<file path="src/rtl/encoder_4to2_serial.sv">
// Serialising 4-to-2 priority encoder: captures a request vector and emits
// one code beat per set bit. Optional macro ENC_EMPTY_FLAG_EN adds an empty-vector beat.
module encoder_4to2_serial #(
  parameter int HIGH_FIRST = 0
) (
  input  logic       clk,
  input  logic       rst,
  input  logic       in_valid,
  output logic       in_ready,
  input  logic [3:0] req,
  output logic       out_valid,
  input  logic       out_ready,
  output logic [1:0] code,
  output logic       last,
  output logic       empty
);

  typedef enum logic {
    S_IDLE,
    S_EMIT
  } state_t;

  state_t     state_q, state_d;
  logic [3:0] pend_q, pend_d;
  logic       empty_q, empty_d;
  logic       in_ready_q, out_valid_q, last_q;
  logic [1:0] code_q;

  // Index of the set bit that has priority for the next beat.
  function automatic logic [1:0] pick(input logic [3:0] v);
    pick = 2'd0;
    if (HIGH_FIRST != 0) begin
      for (int i = 0; i < 4; i++)
        if (v[i]) pick = 2'(i);
    end else begin
      for (int i = 3; i >= 0; i--)
        if (v[i]) pick = 2'(i);
    end
  endfunction

  function automatic logic single(input logic [3:0] v);
    single = (v != 4'd0) && ((v & (v - 4'd1)) == 4'd0);
  endfunction

  always_comb begin
    // NOTE: every signal gets a default first so no path can infer a latch.
    state_d = state_q;
    pend_d  = pend_q;
    empty_d = empty_q;
    case (state_q)
      S_IDLE: begin
        if (in_valid) begin
          pend_d = req;
          if (req != 4'd0) begin
            state_d = S_EMIT;
            empty_d = 1'b0;
          end else begin
`ifdef ENC_EMPTY_FLAG_EN
            state_d = S_EMIT;
            empty_d = 1'b1;
`endif
          end
        end
      end
      S_EMIT: begin
        if (out_ready) begin
          if (empty_q || single(pend_q)) begin
            state_d = S_IDLE;
            pend_d  = 4'd0;
            empty_d = 1'b0;
          end else begin
            pend_d = pend_q & ~(4'b0001 << pick(pend_q));
          end
        end
      end
      default: state_d = S_IDLE;
    endcase
  end

  // Outputs are registered from next-state so they change only on clock edges.
  always_ff @(posedge clk) begin
    // NOTE: sequential state uses non-blocking assignments so all flops update together.
    if (rst) begin
      state_q     <= S_IDLE;
      pend_q      <= 4'd0;
      empty_q     <= 1'b0;
      in_ready_q  <= 1'b1;
      out_valid_q <= 1'b0;
      code_q      <= 2'd0;
      last_q      <= 1'b0;
    end else begin
      state_q     <= state_d;
      pend_q      <= pend_d;
      empty_q     <= empty_d;
      in_ready_q  <= (state_d == S_IDLE);
      out_valid_q <= (state_d == S_EMIT);
      code_q      <= (state_d == S_EMIT && !empty_d) ? pick(pend_d) : 2'd0;
      last_q      <= (state_d == S_EMIT) && (empty_d || single(pend_d));
    end
  end

  assign in_ready  = in_ready_q;
  assign out_valid = out_valid_q;
  assign code      = code_q;
  assign last      = last_q;
`ifdef ENC_EMPTY_FLAG_EN
  assign empty     = empty_q;
`else
  assign empty     = 1'b0;
`endif

endmodule

</file>
<file path="config.mk">
export PLATFORM = sky130hd
export DESIGN_NAME = encoder_4to2_serial
export DESIGN_NICKNAME = d
export VERILOG_FILES = /design/src/rtl/encoder_4to2_serial.sv
export SDC_FILE = /design/constraint.sdc
export NUM_CORES = 1
export LEC_CHECK = 0
export BUFFER_PORTS_ARGS = -buffer_cell sky130_fd_sc_hd__clkbuf_2
export CAP_MARGIN = 20
export CORE_AREA = 2 2 39 41
export DETAILED_ROUTE_END_ITERATION = 10
export DIE_AREA = 0 0 41 43
export PLACE_DENSITY = 0.67
export SYNTH_ARGS = -nofsm -noshare
export SYNTH_HDL_FRONTEND = slang
export SYNTH_SLANG_ARGS = --single-unit
</file>
<file path="constraint.sdc">
create_clock -name clk -period 2.2 [get_ports clk]
set_clock_uncertainty 0.1 [all_clocks]
set_input_delay 0.33 -clock clk [delete_from_list [all_inputs] [get_ports clk]]
set_output_delay 0.33 -clock clk [all_outputs]
set_load 0.005 [all_outputs]
</file>
==> flow_results.org <==
** Global routing
- Maximum number of pins on one net before global-route repair :: 9
- After global routing the overflow that remains totals 0.
- First-pass GRT wire length :: between 1500 and 2000 um
- Global routing used 16.3% of the available tracks across all layers.
- The number of global-route vias before repair came to 502.
- Antenna violations before repair :: 0

** Clocking
- H-tree Lvls :: 1
- In this run, CTS created clock tree buffers numbering 3.
- After clock tree synthesis, the setup repair step added 0 buffers.
- After clock tree synthesis, the clock-pin slew on the worst setup and hold paths is 0.07 ns.
- The clock drives 10 sinks.
- Maximum number of buffers from clock root to sink :: 2
- TritonCTS clock tree :: built
- Number of gates resized after CTS :: 0
- Count of hold buffers inserted by post-cts repair :: 0
- Root cell of the clock tree :: clkbuf_4
- The later pin in the worst-skew pair is clocked with a latency of 0.26 ns.

** Power and ir drop
- Switching share of total power :: 32.8%
- VDD sags by at most 0.290 mV.
- Clk pwr share :: a little over a quarter
- Per report_power, the combinational group accounts for 33.5% of the total.
- Summed over all cells, the static leakage comes to 0.277 nW.
- Of the total power, registers draw 39.2%.
- In this run the power density over the cells is 895 mW/mm^2.
- Switching component of the power :: 0.000195 W
- The internal portion of the total power is 0.000399 W.
- The completed layout was analyzed and its total power is between 0.0005 and 0.0006 W.

** Logic synthesis
- Most area-consuming cells after synthesis :: dfxtp_1 (36%), a311oi_4 (4.7%), nor2_1 (4.7%), o211ai_1 (4.0%), nor4_4 (3.8%)
- Counting distinct cell types in the post-synthesis netlist gives 32.
- Post-synth top area cell :: dfxtp_1
- Of the post-synthesis cell area, the dominant cell type holds 35.9%.
- Seq/Total Area, Yosys :: between 30% and 40%
- The Yosys step of the flow raised 0 warnings.
- Mapped Nets :: 70
- Post-Syn Area per Cell :: about 9.0 um^2
- Synthesized flop and latch total :: 10
- Counting flops with an async set or reset pin after synthesis yields a share of 0%.
- Number of flops mapped to enable cells by yosys :: 0
- Top FF cell, synth :: dfxtp_1
- Cells after synthesis :: 62
- In this run the cell area of the synthesized design comes to 558 um^2.

** Floorplanning
- Die H :: 43 um
- Die area :: 0.00176 mm^2
- Horiz. Die Dim :: 41 um
- In this run the standard cell core region covers roughly 0.0014 mm^2.
- 14 I/O pins were placed.
- Starting utilization of the core area :: between 40% and 50%
- Row cnt :: 14

** Worst setup path
- The signal on the critical path passes through nand2_1, and3_2, a21oi_2, nand4_1, a211o_2, o211ai_1.
- Critical Path Fanout Max :: 7
- STA classifies the critical path endpoint as a flop.
- STA classifies the critical path startpoint as a flop.
- Setup CP Type :: flop to flop
- On the critical path, the stage with the largest delay is an instance of dfxtp_1.
- In this run the critical register-to-register path is launched from out_valid.
- For flop-to-flop paths, the worst setup slack is between 0.3 and 0.4 ns.
- Measured in cells, the most critical reg-to-reg path has a length of 6.
- In this run the critical register-to-register path is captured at last.
- Slowest stage delay, CP :: between 0.4 and 0.5 ns
- Data arrives at the worst endpoint at around 1.9 ns.
- For the worst setup path, the data required time is 2.28 ns.

** Worst hold path
- The worst hold path was traced through 2 stages.
- Worst hold path class :: primary input to flop
- The path with the worst hold slack has its endpoint at pend_q[1].
- The worst hold path begins at rst.

** Route
- In the routed layout, each cell is associated on average with a via count of 5.66.
- The detailed router finished its first iteration with 11 violations.
- Residual DRC count :: 0
- The first detailed-routing pass took 4 iterations.
- Post-detailed-route wirelength per cell :: 13.7 um
- The detailed router placed 521 vias in this run.
- Remaining number of nets flagged by the antenna check after routing :: 0
- Wires add up to 1260 um.

** Cells and area
- 0 antenna diodes ended up in the layout.
- After the last flow step, the layout net total stands at 85.
- Area overhead of the layout relative to synthesis :: 18.8%
- The library cells used most frequently in the layout, excluding fill and tap cells, are clkbuf_2 (12), dfxtp_1 (10), nor2_1 (7).
- The post-route netlist has about a third of its cells at a drive strength greater than 1.
- The count of cells in the finished layout, fillers not included, comes to 92.
- Most frequent standard cell in the layout excluding fill and tap cells :: clkbuf_2

** STA
- Final count of hold timing violations :: 0
- Max Freq :: 539 MHz
- Final worst path period share :: 84.3%
- Final-report max-slew violation count :: 0
- Minimum clock period after layout :: 1.85 ns
- Final total negative setup slack :: 0 ns
- Setup repair after global routing left no endpoint under its margin.
- The tightest hold path in the finished design has a slack of 0.267 ns.
- Setup-violating endpoint count in the final report :: 0

** Job
- Total of max-cap violations :: 0

** Run status
- The flow ran to the end, and the final reports show no timing, DRC or antenna violations.

** Place
- Number of cells after detailed placement :: 88
- The congestion estimate from routability-driven global placement came to 0.831.
- Post-DP HPWL :: approximately 960 um
- In this run the tool buffered the top-level ports with 12 buffer cells.
-- worst max-delay path: cells and delay by family, from the launching register on --
family,cells,cell delay [ns]
compound gates,3,0.68
flops,1,0.44
simple gates,3,0.55
-- how the worst max path moves through the flow --
stage                         start    to  slack (ns)  depth (start not counted)
after floorplan                 rst  last        0.62                          6
after global placement    out_valid  last        0.43                          6
after detailed placement  out_valid  last        0.38                          6
after CTS                 out_valid  last        0.35                          6
after global routing      out_valid  last        0.28                          6
final                     out_valid  last        0.35                          6
-- state kept, by name, summed over array words and instances, names as in the netlist --
signal	count
pend_q	4
code	2
empty_q	1
in_ready	1
last	1
out_valid	1
-- per-stage QoR --
step	setup WS, ns	util [%]	instance area (um^2)
4_1_cts	0.354	47.9	663
6_report	0.345	47.9	663
2_1_floorplan	0.619	-	558
5_1_grt	0.277	47.9	663
3_5_place_dp	0.382	45.3	627
3_3_place_gp	0.431	45.3	627
-- power by group through the flow --
stage / Clock, W / Combinational (W) / Sequential [W]
6_report: 0.000162 / 0.000199 / 0.000233
5_1_grt: 0.000175 / 0.000219 / 0.000237
4_1_cts: 0.000168 / 0.000198 / 0.000232
3_5_place_dp: 0 / 0.000197 / 0.000236
3_3_place_gp: 0 / 0.000196 / 0.000233
2_1_floorplan: 0 / 0.000141 / 0.000234
-- synth_stat cells, types with 2 or more instances --
cell      instances
a21oi_1           3
dfxtp_1          10
inv_1             4
nand2_1           3
nand3_1           2
nor2_1            7
nor2b_1           2
nor3_1            3
o211ai_1          3
o21ai_0           3
-- metal layers --
metal | vias up | track usage [%] | share of wire, %
met2 | 21 | 26.9 | 47
met1 | 240 | 18.8 | 44
met3 | 7 | 2.09 | 6.0
li1 | 253 | - | -
met4 | 0 | 9.33 | 2.5
met5 | - | 0 | 0
-- cells by family (layout without fill, tap and decap cells) --
| logic type | after synthesis | in the layout | synth area share (%) |
|---|---|---|---|
| other | 1 | 1 | 0.672 |
| AO/OA/AOI/OAI | 17 | 17 | 26.0 |
| buffers and inverters | 6 | 20 | 4.71 |
| AND/OR/NAND/NOR | 26 | 26 | 29.4 |
| flip-flops | 10 | 10 | 35.9 |
| XOR/XNOR | 1 | 1 | 1.57 |
| multiplexers | 1 | 1 | 1.79 |
-- layout make-up --
| class | instances | area, um^2 |
|---|---|---|
| clock buffer | 4 | 36.3 |
| multi-input combinational | 46 | 332 |
| fill | 136 | 721 |
| inverter | 4 | 15.0 |
| timing repair buffer | 12 | 60.1 |
| sequential | 10 | 200 |
| tap | 16 | 20.0 |
No activity file was read; power rests on OpenSTA's default activity.
